## config.mk

```make
export PLATFORM = sky130hd
export DESIGN_NAME = conv_win_ctrl
export DESIGN_NICKNAME = d
export VERILOG_FILES = /design/src/rtl/conv_pkg.sv /design/src/rtl/conv_win_pos_cnt.sv /design/src/rtl/conv_win_ctrl.sv
export SDC_FILE = /design/constraint.sdc
export NUM_CORES = 1
export LEC_CHECK = 0
export CORE_MARGIN = 10
export CORE_UTILIZATION = 40
export DETAILED_ROUTE_END_ITERATION = 7
export GPL_ROUTABILITY_DRIVEN = 0
export PLACE_DENSITY_LB_ADDON = 0.2
export SLEW_MARGIN = 20
export SYNTH_ARGS = -nofsm -noshare
export SYNTH_HDL_FRONTEND = slang
export SYNTH_HIERARCHICAL = 1
export SYNTH_SLANG_ARGS = --single-unit
export TNS_END_PERCENT = 5
```

## constraint.sdc

```tcl
create_clock -name clk -period 2.5 [get_ports clk]
set_clock_uncertainty 0.1 [all_clocks]
set_input_delay 0.375 -clock clk [delete_from_list [all_inputs] [get_ports clk]]
set_output_delay 0.375 -clock clk [all_outputs]
set_load 0.005 [all_outputs]
```

## src/rtl/conv_pkg.sv

```systemverilog
// rtl/conv_pkg.sv - shared encodings, FSM state type and helpers for conv_win_ctrl
package conv_pkg;

    localparam logic [1:0] STRIDE_1    = 2'd0;
    localparam logic [1:0] STRIDE_2    = 2'd1;
    localparam logic [1:0] STRIDE_4    = 2'd2;
    localparam logic [1:0] STRIDE_RSVD = 2'd3;

    localparam logic [1:0] DIL_1    = 2'd0;
    localparam logic [1:0] DIL_2    = 2'd1;
    localparam logic [1:0] DIL_4    = 2'd2;
    localparam logic [1:0] DIL_RSVD = 2'd3;

    typedef enum logic [1:0] {
        ST_IDLE = 2'd0,
        ST_RUN  = 2'd1,
        ST_DONE = 2'd2
    } conv_state_e;

    function automatic logic [2:0] sel_to_factor(input logic [1:0] sel);
        case (sel)
            2'd1:    return 3'd2;
            2'd2:    return 3'd4;
            default: return 3'd1;
        endcase
    endfunction

    function automatic int clogb2(input int value);
        int res;
        res = 0;
        for (int i = 0; i < 31; i++) begin
            if ((1 << i) < value) res = i + 1;
        end
        return res;
    endfunction

    localparam int MAX_FACTOR = 4;
    localparam int PHASE_W    = clogb2(MAX_FACTOR);

endpackage

```

## src/rtl/conv_win_pos_cnt.sv

```systemverilog
// rtl/conv_win_pos_cnt.sv - col/row/channel position counters with stride phase tracking
module conv_win_pos_cnt
    import conv_pkg::*;
#(
    parameter int TILE_W    = 32,
    parameter int TILE_H    = 32,
    parameter int NUM_CH    = 1,
    parameter int CNT_WIDTH = 8
) (
    input  logic                 clk,
    input  logic                 rst_n,
    input  logic                 clr_i,
    input  logic                 step_i,
    input  logic [2:0]           stride_i,
    output logic [CNT_WIDTH-1:0] col_o,
    output logic [CNT_WIDTH-1:0] row_o,
    output logic [CNT_WIDTH-1:0] ch_o,
    output logic [PHASE_W-1:0]   col_phase_o,
    output logic [PHASE_W-1:0]   row_phase_o,
    output logic                 last_o
);

    localparam logic [CNT_WIDTH-1:0] COL_LAST = CNT_WIDTH'(TILE_W - 1);
    localparam logic [CNT_WIDTH-1:0] ROW_LAST = CNT_WIDTH'(TILE_H - 1);
    localparam logic [CNT_WIDTH-1:0] CH_LAST  = CNT_WIDTH'(NUM_CH - 1);
    localparam logic [CNT_WIDTH-1:0] CNT_ONE  = 1;
    localparam logic [PHASE_W-1:0]   PH_ONE   = 1;

    logic [CNT_WIDTH-1:0] col_q, col_d, row_q, row_d, ch_q, ch_d;
    logic [PHASE_W-1:0]   col_phase_q, col_phase_d, row_phase_q, row_phase_d;
    logic [PHASE_W-1:0]   stride_m1;
    logic                 col_wrap, row_wrap, ch_last;

    assign stride_m1 = PHASE_W'(stride_i - 3'd1);
    assign col_wrap  = (col_q == COL_LAST);
    assign row_wrap  = (row_q == ROW_LAST);
    assign ch_last   = (ch_q == CH_LAST);

    // Phases count modulo the stride with a compare-and-reset, so no divider is needed.
    always_comb begin
        col_d       = col_q;
        row_d       = row_q;
        ch_d        = ch_q;
        col_phase_d = col_phase_q;
        row_phase_d = row_phase_q;
        if (clr_i) begin
            col_d       = '0;
            row_d       = '0;
            ch_d        = '0;
            col_phase_d = '0;
            row_phase_d = '0;
        end else if (step_i) begin
            if (col_wrap) begin
                col_d       = '0;
                col_phase_d = '0;
                if (row_wrap) begin
                    row_d       = '0;
                    row_phase_d = '0;
                    ch_d        = ch_last ? '0 : ch_q + CNT_ONE;
                end else begin
                    row_d       = row_q + CNT_ONE;
                    row_phase_d = (row_phase_q == stride_m1) ? '0 : row_phase_q + PH_ONE;
                end
            end else begin
                col_d       = col_q + CNT_ONE;
                col_phase_d = (col_phase_q == stride_m1) ? '0 : col_phase_q + PH_ONE;
            end
        end
    end

    always_ff @(posedge clk or negedge rst_n) begin
        if (!rst_n) begin
            col_q       <= '0;
            row_q       <= '0;
            ch_q        <= '0;
            col_phase_q <= '0;
            row_phase_q <= '0;
        end else begin
            col_q       <= col_d;
            row_q       <= row_d;
            ch_q        <= ch_d;
            col_phase_q <= col_phase_d;
            row_phase_q <= row_phase_d;
        end
    end

    assign col_o       = col_q;
    assign row_o       = row_q;
    assign ch_o        = ch_q;
    assign col_phase_o = col_phase_q;
    assign row_phase_o = row_phase_q;
    assign last_o      = col_wrap && row_wrap && ch_last;

endmodule

```

## src/rtl/conv_win_ctrl.sv

```systemverilog
// rtl/conv_win_ctrl.sv - tile window/stride output filter; CONV_WIN_CTRL_PROTO_CHECK_EN enables err_o
module conv_win_ctrl
    import conv_pkg::*;
#(
    parameter int DATA_WIDTH  = 32,
    parameter int TILE_W      = 32,
    parameter int TILE_H      = 32,
    parameter int KERNEL_SIZE = 3,
    parameter int NUM_CH      = 1,
    parameter int CNT_WIDTH   = 8
) (
    input  logic                  clk,
    input  logic                  rst_n,
    input  logic                  start_i,
    input  logic [1:0]            stride_sel_i,
    input  logic [1:0]            dil_sel_i,
    input  logic                  data_valid_i,
    input  logic [DATA_WIDTH-1:0] data_i,
    output logic                  busy_o,
    output logic                  op_valid_o,
    output logic [DATA_WIDTH-1:0] op_data_o,
    output logic [CNT_WIDTH-1:0]  ch_idx_o,
    output logic                  done_o,
    output logic                  err_o
);

    conv_state_e           state_q, state_d;
    logic [2:0]            stride_q, stride_d, dil_q, dil_d;
    logic                  busy_q, busy_d, op_valid_q, op_valid_d, done_q, done_d;
    logic [DATA_WIDTH-1:0] op_data_q, op_data_d;
    logic [CNT_WIDTH-1:0]  ch_idx_q, ch_idx_d;

    logic [CNT_WIDTH-1:0]  col, row, ch;
    logic [PHASE_W-1:0]    col_phase, row_phase;
    logic                  last_beat, accept_start, beat, keep;
    logic [31:0]           span;

    assign accept_start = (state_q == ST_IDLE) && start_i;
    assign beat         = (state_q == ST_RUN) && data_valid_i;

    conv_win_pos_cnt #(
        .TILE_W    (TILE_W),
        .TILE_H    (TILE_H),
        .NUM_CH    (NUM_CH),
        .CNT_WIDTH (CNT_WIDTH)
    ) u_pos_cnt (
        .clk         (clk),
        .rst_n       (rst_n),
        .clr_i       (accept_start),
        .step_i      (beat),
        .stride_i    (stride_q),
        .col_o       (col),
        .row_o       (row),
        .ch_o        (ch),
        .col_phase_o (col_phase),
        .row_phase_o (row_phase),
        .last_o      (last_beat)
    );

    // Compare as pos + SPAN < TILE so an oversized span simply keeps nothing.
    always_comb begin
        span = 32'(KERNEL_SIZE - 1) * 32'(dil_q);
        keep = ((32'(col) + span) < 32'(TILE_W)) && ((32'(row) + span) < 32'(TILE_H)) &&
               (col_phase == '0) && (row_phase == '0);
    end

    always_comb begin
        state_d  = state_q;
        stride_d = stride_q;
        dil_d    = dil_q;
        case (state_q)
            ST_IDLE: begin
                if (start_i) begin
                    state_d  = ST_RUN;
                    stride_d = sel_to_factor(stride_sel_i);
                    dil_d    = sel_to_factor(dil_sel_i);
                end
            end
            ST_RUN:  if (beat && last_beat) state_d = ST_DONE;
            ST_DONE: state_d = ST_IDLE;
            default: state_d = ST_IDLE;
        endcase
        busy_d     = (state_d == ST_RUN);
        done_d     = (state_d == ST_DONE);
        op_valid_d = beat && keep;
        op_data_d  = op_valid_d ? data_i : '0;
        ch_idx_d   = ch;
    end

`ifdef CONV_WIN_CTRL_PROTO_CHECK_EN
    logic err_q, err_d;

    always_comb begin
        err_d = err_q;
        if (accept_start) err_d = (stride_sel_i == STRIDE_RSVD) || (dil_sel_i == DIL_RSVD);
        if (data_valid_i && (state_q != ST_RUN)) err_d = 1'b1;
        if (start_i && (state_q == ST_RUN)) err_d = 1'b1;
    end

    assign err_o = err_q;
`else
    assign err_o = 1'b0;
`endif

    always_ff @(posedge clk or negedge rst_n) begin
        if (!rst_n) begin
            state_q    <= ST_IDLE;
            stride_q   <= 3'd1;
            dil_q      <= 3'd1;
            busy_q     <= 1'b0;
            op_valid_q <= 1'b0;
            op_data_q  <= '0;
            ch_idx_q   <= '0;
            done_q     <= 1'b0;
`ifdef CONV_WIN_CTRL_PROTO_CHECK_EN
            err_q      <= 1'b0;
`endif
        end else begin
            state_q    <= state_d;
            stride_q   <= stride_d;
            dil_q      <= dil_d;
            busy_q     <= busy_d;
            op_valid_q <= op_valid_d;
            op_data_q  <= op_data_d;
            ch_idx_q   <= ch_idx_d;
            done_q     <= done_d;
`ifdef CONV_WIN_CTRL_PROTO_CHECK_EN
            err_q      <= err_d;
`endif
        end
    end

    assign busy_o     = busy_q;
    assign op_valid_o = op_valid_q;
    assign op_data_o  = op_data_q;
    assign ch_idx_o   = ch_idx_q;
    assign done_o     = done_q;

endmodule
```

==> impl_metrics.tcl, run 1 <==
set metrics [dict create \
    status "complete, no violations" \
    syn_inst 322 \
    cts_inserted_buffers 9 \
    pre_cts_slack_ps 187 \
    cts_tree "built" \
    crit_fanout 7 \
    drive_gt1_frac 0.182 \
    portBuffers 82 \
    fill_cells 795 \
    slew_violations 0 \
    dieWidth_um 117 \
    dr_total_vias 2690 \
    r2r.worst_path.cells 6 \
    power.switching_mw 0.865 \
    crit_required_ps 2640 \
    dp.cells 511 \
    finalNetCount 464 \
    first_pass_iters 6 \
    viasPerCell 5.09 \
    dpl_cell_area_mm2 0.00470 \
    p_clk_frac 0.353 \
    dp_hpwl_mm 6.14 \
    rsz0062_at_grt "no" \
    wl_per_cell_um 15.8 \
    synth_area_mm2 0.00372 \
    antenna_left 0 \
    power_density_mw_per_mm2 637 \
    cts.reportedPaths.clkPinSlew_ps 80 \
    power_leakage_nw 2.20 \
    clock.fmax_mhz 467 \
    switching_share 0.275 \
    finalPower_mw 3.15 \
    cp-end-kind "register" \
    dieArea_mm2 0.0136 \
    totalWireLength_mm 8.32 \
    cp-start-kind "register" \
    fin_crit_sh 0.857 \
    slew_headroom 0.647 \
    worstMarginPinSlew_ps 530 \
    grt_pass1_vias 2703 \
    tns_ps 0 \
    fin_cells 528 \
    cts_buffer_depth 2 \
    p_seq_frac 0.480 \
    setup_violations 0 \
    clock_latency_ps 330 \
    fin_crit_ps 2140 \
    first_iter_violations 160 \
    clockRootBuffer "clkbuf_8" \
    syn_area_per_cell_um2 11.6 \
    ys_warn_count 6 \
    holdPathStages 0 \
    path_class "reg -> reg" \
    holdCritPathClass "reg -> reg" \
    intPower_mw 2.29 \
    overflow 0 \
    slowest_delay_ps 450 \
    rows 35 \
    fin_ws_ps 357 \
    grt_start_max_net_pins 38 \
    finalHoldViolCount 0 \
    syn-num-nets 374 \
    gr-usage-all-layers 0.123 \
    boundaryPins 84 \
    peakVddDrop_mv 0.311 \
    fin_area_mm2 0.00495 \
    core_area_mm2 0.00915 \
    slowest_stage "dfrtp_1" \
    clkSinkCount 78 \
    maxCapViolCount 0 \
    post_cts_buffers 0 \
    cts_max_level 3 \
    drc 0 \
    antenna_found_initial 0 \
    grt_pass1_wl_mm 13.5 \
    area_delta_synth_final_pct 32.9 \
    start_util 0.407 \
    crit_chain "ha_1 > nor4b_2 > nand4_2 > buf_4 > nand2b_1 > o31ai_1" \
    postLayoutCoreUtil 0.541 \
    p_comb_frac 0.167 \
    worstPathArrival_ps 2280 \
    dieHeight_um 117 \
    diodes 0 \
    whs_ps 340 \
]
## sequential cells by signal, indices dropped and copies added (netlist names)
name and cells:
stride_q 2, u_pos_cnt/col_phase_o 2, busy_o 1, u_pos_cnt/ch_o 8, u_pos_cnt/row_o 8, ch_idx_o 8, u_pos_cnt/col_o 8, op_data_o 32
dil_q 3, done_o 1, op_valid_o 1, state_q 2, u_pos_cnt/row_phase_o 2
## area by class of cell
type                    instances  area, um2  area share
repair buffers                 95        931       0.188
clock buffers                  10        128      0.0258
inverters                      41        154      0.0311
well taps                     111        139      0.0281
flip-flops and latches         78       1950       0.395
clock inverters                 6        110      0.0223
multi-input cells             187       1530       0.310
## per-layer routing
metal	track usage	routed length, um	vias up
met1	0.158	3680	1330
met4	0.0350	57	0
li1	-	-	1305
met3	0.0303	415	6
met5	0	0	-
met2	0.201	4170	49
## worst max-delay path: cells and delay by family (launching register included)
family | cells | cell delay (ps)
AO/OA/AOI/OAI | 1 | 220
adder cells (fa/ha/maj) | 1 | 260
buffers and inverters | 1 | 210
flip-flops | 1 | 450
AND/OR/NAND/NOR | 3 | 810
## timing repair
action,4_1_cts,5_1_grt
hold buffers,1,0
hold endpoints to repair,33,0
setup endpoints to repair,0,0
resized for setup,0,0
## final timing paths
path | from | end | slack (ps)
setup / recovery | u_pos_cnt/row_o[1] | u_pos_cnt/ch_o[5] | 360
hold / removal | u_pos_cnt/ch_o[7] | ch_idx_o[7] | 340
setup reg to reg | u_pos_cnt/row_o[1] | u_pos_cnt/ch_o[5] | 360
hold reg to reg | u_pos_cnt/ch_o[7] | ch_idx_o[7] | 340
max in group asynchronous | rst_n | stride_q[0] | 1160
min in group asynchronous | rst_n | ch_idx_o[6] | 430
## power groups by stage
stage	clock network (mW)	logic [mW]	registers, mW
floorplan	0	0.350	1.49
global placement	0	0.519	1.54
detailed placement	0	0.528	1.54
CTS	1.14	0.530	1.51
global route	1.20	0.594	1.54
finish	1.11	0.525	1.51
## cell usage in the layout, fill, tap and decap left out, types with 6 or more instances in the layout
cell type / n
clkbuf_8: 9
o31ai_1: 9
nor2_1: 16
o211ai_1: 6
nand4_1: 7
nand2_1: 19
inv_1: 41
nor4_2: 29
xor2_1: 8
ha_1: 12
clkdlybuf4s50_1: 81
buf_4: 12
dfrtp_1: 76
nand3_1: 9
a21oi_1: 12
Note: power is estimated with default switching activity, not from simulation.
==> inputs of run 2 (changes only) <==
- PLACE_DENSITY: unset -> 0.66
- PLACE_DENSITY_LB_ADDON: 0.2 -> unset
==> run 2 against run 1 <==
Maximum frequency fell by 2.2%. Combinational power rose by 2%. Critical path type unchanged. Worst setup slack got worse by 48 ps. Largest power group unchanged. Flip-flop and latch count did not move. Sequential power barely moved. Non-clock buffer count fell by 2. Routed wire length fell by 0.29%. Register-to-register slack got worse by 50 ps. Sequential share of layout area rose by 0.17 points. First-iteration DRC count fell by 32%.
==> impl_metrics.tcl, run 2 (synthesis gave the netlist of run 1 again) <==
set metrics [dict create \
    first_iter_violations 109 \
    portBuffers 82 \
    worstPathArrival_ps 2340 \
    cts_tree "built" \
    finalNetCount 462 \
    cts.reportedPaths.clkPinSlew_ps 80 \
    status "complete, no violations" \
    area_delta_synth_final_pct 32.3 \
    holdCritPathClass "reg -> reg" \
    setup.worst_path.end "u_pos_cnt/ch_o[7]" \
    dp_hpwl_mm 6.04 \
    route.met2.wl_mm 4.22 \
    postLayoutCoreUtil 0.538 \
    clock.fmax_mhz 456 \
    rsz0062_at_grt "no" \
    reg2reg_slack_ps 310 \
    core_area_mm2 0.00915 \
    fin_crit_ps 2190 \
    finalHoldViolCount 0 \
    mostFrequentLayoutCells "81 x clkdlybuf4s50_1, 76 x dfrtp_1, 41 x inv_1" \
    slew_violations 0 \
    whs_ps 332 \
    switching_share 0.286 \
    setup_violations 0 \
    clock_latency_ps 340 \
    p_comb_frac 0.176 \
    antenna_found_initial 0 \
    power_density_mw_per_mm2 617 \
    drc 0 \
    maxCapViolCount 0 \
    power_leakage_nw 2.18 \
    antenna_left 0 \
    final_common_cell "clkdlybuf4s50_1" \
    cts_inserted_buffers 9 \
    totalWireLength_mm 8.30 \
    cp-start-kind "register" \
    drive_gt1_frac 0.181 \
    grt_pass1_wl_mm 13.8 \
    largest_reg_flops 32 \
    start_util 0.407 \
    peakVddDrop_mv 0.219 \
    slowest_delay_ps 440 \
    p_seq_frac 0.496 \
    first_pass_iters 4 \
    clkSinkCount 78 \
    route.met3.wl_um 416 \
    diodes 0 \
    boundaryPins 84 \
    power.switching_mw 0.870 \
    gr-usage-all-layers 0.126 \
    crit_required_ps 2650 \
    slowest_stage "dfrtp_1" \
    post_cts_buffers 0 \
    top_layer "met4" \
    crit_fanout 8 \
    cts_buffer_depth 2 \
    grt_pass1_vias 2729 \
    dr_total_vias 2659 \
    rows 35 \
    p_clk_frac 0.328 \
    finalPower_mw 3.04 \
    intPower_mw 2.17 \
    wl_per_cell_um 15.8 \
    reg2reg_from "u_pos_cnt/row_o[1]" \
    crit_chain "ha_1 > nor4b_2 > nand4_2 > or3_1 > o31ai_1" \
    wl_met1_mm 3.58 \
    dieWidth_um 117 \
    slew_headroom 0.615 \
    dieArea_mm2 0.0136 \
    path_class "reg -> reg" \
    tns_ps 0 \
    cts_max_level 3 \
    r2r-end "u_pos_cnt/ch_o[7]" \
    cp-end-kind "register" \
    crit_path_start "u_pos_cnt/row_o[1]" \
    worstMarginPinSlew_ps 578 \
    overflow 0 \
    viasPerCell 5.06 \
    fin_crit_sh 0.876 \
    dieHeight_um 117 \
    r2r.worst_path.cells 5 \
    grt_start_max_net_pins 47 \
    clockRootBuffer "clkbuf_8" \
]
-- run 2: cell count changes in the layout (fill, tap and decap cells not counted), sizes merged --
cell | previous run | this run
bufinv | 3 | 1
clkbuf | 10 | 12
buf | 13 | 11
-- run 2: layer usage --
metal / vias up / global-route usage
li1: 1305 / -
met1: 1294 / 0.162
met2: 54 / 0.202
met3: 6 / 0.0247
met4: 0 / 0.0525
met5: - / 0
-- run 2: worst min path at each step --
stage / to / slack, ps / depth (start not counted) / startpoint
floorplan: busy_o / -20 / 0 / rst_n
detailed placement: ch_idx_o[7] / 310 / 0 / u_pos_cnt/ch_o[7]
finish: ch_idx_o[7] / 330 / 0 / u_pos_cnt/ch_o[7]
global route: ch_idx_o[7] / 360 / 0 / u_pos_cnt/ch_o[7]
global placement: ch_idx_o[6] / 310 / 1 / rst_n
CTS: ch_idx_o[7] / 340 / 0 / u_pos_cnt/ch_o[7]
-- run 2: final cells by class --
type / instances / area, um2
well taps: 111 / 139
clock buffers: 12 / 165
fillers: 777 / 4230
repair buffers: 93 / 928
clock inverters: 4 / 53.8
inverters: 41 / 154
multi-input cells: 187 / 1530
flip-flops and latches: 78 / 1950
-- run 2: stage by stage --
stage | worst slack [ps] | area [um2] | cells
final | 309 | 4930 | 526
after global routing | 133 | 4930 | 526
after CTS | 363 | 4930 | 526
after detailed placement | 157 | 4700 | 509
after global placement | 177 | 4700 | 509
after floorplan | 352 | 3720 | 322
-- run 2: power by group through the flow --
stage | logic [mW] | registers [mW] | clock network [mW]
2_1_floorplan | 0.350 | 1.49 | 0
3_3_place_gp | 0.519 | 1.53 | 0
3_5_place_dp | 0.533 | 1.53 | 0
4_1_cts | 0.537 | 1.51 | 1.03
5_1_grt | 0.603 | 1.53 | 1.08
6_report | 0.534 | 1.51 | 0.999
-- run 2: worst max-delay path, delay by kind of cell (launching register included) --
| family | cells | cell delay (ps) |
|---|---|---|
| flops | 1 | 440 |
| simple gates | 3 | 1100 |
| compound gates | 1 | 230 |
| fa+ha+maj | 1 | 240 |
-- run 2: timing repair --
action | in CTS | in global routing
hold buffers | 1 | 0
endpoints found under the hold margin | 44 | 0
gates resized for setup | 0 | 0
